`config.mk`:
```
export PLATFORM = sky130hd
export DESIGN_NAME = mask_load_ctrl
export DESIGN_NICKNAME = d
export VERILOG_FILES = /design/src/rtl/mask_ctrl_pkg.sv /design/src/rtl/rr_arb2.sv /design/src/rtl/mask_load_ctrl.sv
export SDC_FILE = /design/constraint.sdc
export NUM_CORES = 1
export LEC_CHECK = 0
export BUFFER_PORTS_ARGS = -buffer_cell sky130_fd_sc_hd__buf_2
export CORE_UTILIZATION = 44
export CTS_BUF_LIST = sky130_fd_sc_hd__clkbuf_4
export DETAILED_ROUTE_END_ITERATION = 10
export PLACE_DENSITY = 0.86
export SLEW_MARGIN = 10
export SYNTH_ARGS = -nofsm -noshare
export SYNTH_HDL_FRONTEND = slang
export SYNTH_SLANG_ARGS = --single-unit
```
`constraint.sdc`:
```
create_clock -name clk -period 1.9 [get_ports clk]
set_clock_uncertainty 0.2 [all_clocks]
set_input_delay 0.38 -clock clk [delete_from_list [all_inputs] [get_ports clk]]
set_output_delay 0.38 -clock clk [all_outputs]
set_load 0.05 [all_outputs]
```
`src/rtl/mask_ctrl_pkg.sv`:
```
// mask_ctrl_pkg: FSM state type and grant-source encoding shared by the mask load controller
package mask_ctrl_pkg;
    typedef enum logic [1:0] {IDLE, PIM_WR, MOV_WR} state_t;
    localparam int SRC_PIM = 0;
    localparam int SRC_MOV = 1;
endpackage

```
`src/rtl/rr_arb2.sv`:
```
// rr_arb2: two-way round-robin arbiter; the pointer moves to the loser after every grant taken
module rr_arb2 import mask_ctrl_pkg::*; (
    input  logic       clk,
    input  logic       rst_n,
    input  logic [1:0] req,
    input  logic       advance,
    output logic [1:0] gnt
);
    logic ptr_q, ptr_d;
    always_comb begin
        gnt[SRC_PIM] = req[SRC_PIM] & (~req[SRC_MOV] | ptr_q == 1'(SRC_PIM));
        gnt[SRC_MOV] = req[SRC_MOV] & (~req[SRC_PIM] | ptr_q == 1'(SRC_MOV));
        ptr_d = (advance & |gnt) ? (gnt[SRC_PIM] ? 1'(SRC_MOV) : 1'(SRC_PIM)) : ptr_q;
    end
    always_ff @(posedge clk or negedge rst_n)
        if (!rst_n) ptr_q <= 1'(SRC_PIM);
        else        ptr_q <= ptr_d;
endmodule

```
`src/rtl/mask_load_ctrl.sv`:
```
// mask_load_ctrl: arbitrates PIM single writes and MOV bursts into the mask register load strobes
module mask_load_ctrl import mask_ctrl_pkg::*; #(
    parameter int N     = 10,
    parameter int LEN_W = 4
) (
    input  logic             clk,
    input  logic             rst_n,
    input  logic             pim_req,
    input  logic [N-1:0]     pim_data,
    output logic             pim_ack,
    input  logic             mov_req,
    input  logic [LEN_W-1:0] mov_len,
    input  logic [N-1:0]     mov_data,
    input  logic             mov_abort,
    output logic             mov_ack,
    output logic             mov_done,
    output logic             PIM_load,
    output logic             Mov_load,
    output logic [N-1:0]     D,
    output logic [N-1:0]     MOV_in,
    output logic             busy
);
    state_t           state_q, state_d;
    logic [LEN_W-1:0] cnt_q, cnt_d;
    logic [N-1:0]     d_q, d_d;
    logic [1:0]       req, gnt;
    logic             idle, in_mov, last;
    assign idle   = state_q == IDLE;
    assign in_mov = state_q == MOV_WR;
    assign last   = cnt_q == LEN_W'(1);
    always_comb begin
        req          = '0;
        req[SRC_PIM] = pim_req;
        req[SRC_MOV] = mov_req;
    end
    rr_arb2 u_arb (
        .clk     (clk),
        .rst_n   (rst_n),
        .req     (req),
        .advance (idle),
        .gnt     (gnt)
    );
    always_comb begin
        state_d = state_q;
        cnt_d   = cnt_q;
        d_d     = d_q;
        case (state_q)
            IDLE: begin
                if (gnt[SRC_PIM]) begin
                    d_d     = pim_data;
                    state_d = PIM_WR;
                end else if (gnt[SRC_MOV]) begin
                    // a zero-length burst still carries one beat
                    cnt_d   = (mov_len == '0) ? LEN_W'(1) : mov_len;
                    state_d = MOV_WR;
                end
            end
            PIM_WR: state_d = IDLE;
            MOV_WR: begin
                cnt_d = mov_abort ? '0 : cnt_q - 1'b1;
                if (mov_abort || last) state_d = IDLE;
            end
            default: state_d = IDLE;
        endcase
    end
    always_ff @(posedge clk or negedge rst_n)
        if (!rst_n) begin
            state_q <= IDLE;
            cnt_q   <= '0;
            d_q     <= '0;
        end else begin
            state_q <= state_d;
            cnt_q   <= cnt_d;
            d_q     <= d_d;
        end
    assign busy     = !idle;
    assign PIM_load = state_q == PIM_WR;
    assign pim_ack  = PIM_load;
    assign Mov_load = in_mov & ~mov_abort;
    assign mov_ack  = Mov_load;
    assign mov_done = in_mov & (mov_abort | last);
    assign D        = d_q;
    assign MOV_in   = mov_data;
endmodule
```
==> flow_metrics.env <==
export IMPL_status="complete, but fails checks"
export IMPL_violations="setup timing"
export IMPL_yosys_cell_count_top_type="dfrtp_1"
export IMPL_drc_errors=0
export IMPL_pin_count=55
export IMPL_switching_share_pct=49.4
export IMPL_cts_buffer_depth=2
export IMPL_arrival_ns=1.41
export IMPL_cts_sinks=17
export IMPL_grt_pass1_wl_mm=2.68
export IMPL_core_mm2=0.00198
export IMPL_synth_top_area_share_pct=45.3
export IMPL_cts_tree="done"
export IMPL_grt_pass1_vias=659
export IMPL_p_clk_share_pct=7.8
export IMPL_grt_ovfl_total=0
export IMPL_insertedDiodeCount=0
export IMPL_portBuffers=34
export IMPL_finish_utilization_pct=58.8
export IMPL_p_leak_nw=0.615
export IMPL_maxCapViolCount=0
export IMPL_finalSetupTns_ns=-0.0927
export IMPL_start_util_pct=47.3
export IMPL_yosysWarnings=0
export IMPL_drtPass1Iterations=4
export IMPL_die_w_um=48.2
export IMPL_grt_usage_pct=17.4
export IMPL_critPathKind="reg -> out"
export IMPL_finalSetupViolations=1
export IMPL_maxSlewViolCount=0
export IMPL_ir_drop_mv=1.12
export IMPL_wirelength_mm=1.77
export IMPL_synthTopCellsByCount="17 x dfrtp_1, 12 x buf_4, 9 x mux2_4, 5 x nand2_1"
export IMPL_cp_start_kind="register"
export IMPL_power_density_mw_per_mm2=1960
export IMPL_crit_path_end_kind="output pin"
export IMPL_die_area_mm2=0.00232
export IMPL_grt_antenna_before_repair=0
export IMPL_tightest_slew_ns=0.360
export IMPL_vias_per_cell=4.99
export IMPL_fp_dieH_um=48.2
export IMPL_seq_power_share_pct=28.7
export IMPL_grt_max_degree=18
export IMPL_ys_seq_area_share_pct=45.3
export IMPL_whs_ns=0.124
export IMPL_hold_path_class="in -> reg"
export IMPL_clock_latency_ns=0.28
export IMPL_ctsHtreeMaxLevel=1
export IMPL_synthArstFlopShare_pct=100
export IMPL_finalNetCount=146
export IMPL_cp_required_ns=1.32
export IMPL_post_synth_cell_area_avg_um2=11.4
export IMPL_path_clk_slew_ns=0.09
export IMPL_combPwrFrac_pct=63.5
export IMPL_worst_slew_margin_rel_pct=76.0
export IMPL_rows=16
export IMPL_min_period_ns=1.99
export IMPL_vias=704
export IMPL_area_growth_pct=24.3
export IMPL_rsz0062_at_grt="true"
export IMPL_synth_seq_cells=17
export IMPL_fmax_mhz=502
export IMPL_synth_nets=113
export IMPL_place_ws_ns=0.0671
export IMPL_fin_crit_sh_pct=105
export IMPL_hold_viol_final=0
export IMPL_ant_nets=0
export IMPL_final_layout_size_suffix_gt1_share_pct=58.8
export IMPL_drt_initial_drc_count=12
export IMPL_fillers=163
export IMPL_synth_ff_type="dfrtp_1"
export IMPL_ys_types=29
export IMPL_yosys_top_cells_area="dfrtp_1 45%, mux2_4 14%, buf_4 9.6%"
export IMPL_hpwl_mm=1.28
export IMPL_timing_final_ws_setup_ns=-0.0927
export IMPL_synth_edf_count=0
export IMPL_gp_congestion=0.683
export IMPL_p_int_mw=1.16
export IMPL_cts_buffers=3
export IMPL_crit_fanout=2
export IMPL_synthCells=82
export IMPL_p_sw_mw=1.13
export IMPL_reg2reg_setup_slack_ns=0.32
export IMPL_syn_area_um2=938
export IMPL_wl_per_cell_um=12.5
export IMPL_yosys_area_top_type="dfrtp_1"
export IMPL_clockRootBuffer="clkbuf_4"
[per-layer routing]
layer | vias up | GRT usage (%) | wire, µm | share of wire (%)
li1 | 328 | - | - | -
met1 | 341 | 19.0 | 722 | 41
met2 | 35 | 32.0 | 941 | 53
met3 | 0 | 4.07 | 103 | 5.8
met4 | 0 | 7.22 | 0 | 0
met5 | - | 0 | 0 | 0
[cell type report]
class / instances / area, µm² / share of cell area [%]
well taps: 27 / 33.8 / 2.90
inverters: 5 / 23.8 / 2.04
multi-input cells: 46 / 397 / 34.0
repair buffers: 42 / 259 / 22.2
clock inverters: 1 / 5.00 / 0.429
flip-flops and latches: 17 / 425 / 36.5
clock buffers: 3 / 22.5 / 1.93
[repair_timing]
| item | in CTS | in global routing |
|---|---|---|
| hold buffers | 1 | 0 |
| gates cloned | 0 | 0 |
| resized for setup | 12 | 1 |
| pin swaps | 1 | 0 |
| endpoints found under the setup margin | 3 | 4 |
| buffers inserted | 5 | 0 |
| endpoints found under the hold margin | 17 | 0 |
[stage by stage]
step / power [mW] / instances / cell area [µm²]
finish: 2.29 / 141 / 1170
global route: 2.44 / 141 / 1170
CTS: 2.29 / 141 / 1160
detailed placement: 1.98 / 131 / 1050
global placement: 1.94 / 131 / 1050
floorplan: 1.78 / 82 / 942
[power groups by stage]
stage	logic [mW]	clock network, mW	registers, mW
final	1.45	0.179	0.658
after global routing	1.54	0.217	0.682
after floorplan	0.740	0	1.04
after global placement	1.28	0	0.659
after detailed placement	1.31	0	0.665
after CTS	1.44	0.191	0.656
[worst max-delay path, stage by stage, from the launching register on]
cell and delay (ns):
dfrtp_1 0.40, inv_2 0.06, ha_1 0.14, nor3b_2 0.21
nor2_1 0.07, nor2_2 0.09, buf_6 0.16
[cells by family after synthesis]
group | synth area share, %
muxes | 15.6
and+or+nand+nor | 13.2
AOI/OAI and AO/OA | 9.20
buffers and inverters | 14.0
adders and majority gates | 2.67
DFF | 45.3
[cell usage in the layout (no fill, tap or decap), drive strengths merged]
| master | count |
|---|---|
| clkbuf | 3 |
| and3 | 1 |
| mux2 | 10 |
| or3b | 1 |
| ha | 2 |
| nand3 | 1 |
| a21boi | 1 |
| o21ai | 3 |
| o211ai | 2 |
| a31oi | 1 |
| nor2b | 1 |
| clkinv | 2 |
| a211oi | 1 |
| buf | 41 |
| and2b | 1 |
| nor3b | 2 |
| a21oi | 3 |
| inv | 4 |
| nand2b | 2 |
| nand2 | 5 |
| dfrtp | 17 |
| nor2 | 5 |
| dlygate4sd3 | 1 |
| nor3 | 3 |
| o21bai | 1 |
[worst paths after layout]
path,cells after the start,end,from
max in group asynchronous,2,D[0]$_DFFE_PN0P_,rst_n
min,2,D[8]$_DFFE_PN0P_,pim_data[8]
min reg2reg,1,u_arb.ptr_q$_DFFE_PN0P_,u_arb.ptr_q$_DFFE_PN0P_
max,6,mov_done,cnt_q[1]$_DFFE_PN0P_
min in group asynchronous,2,cnt_q[1]$_DFFE_PN0P_,rst_n
max reg2reg,5,D[7]$_DFFE_PN0P_,state_q[1]$_DFFE_PN0P_
[registers in the layout (all words and copies together), names as in the netlist]
| signal | flops |
|---|---|
| cnt_q | 4 |
| u_arb.ptr_q | 1 |
| D | 10 |
| state_q | 2 |
No activity file was read; power rests on OpenSTA's default activity.
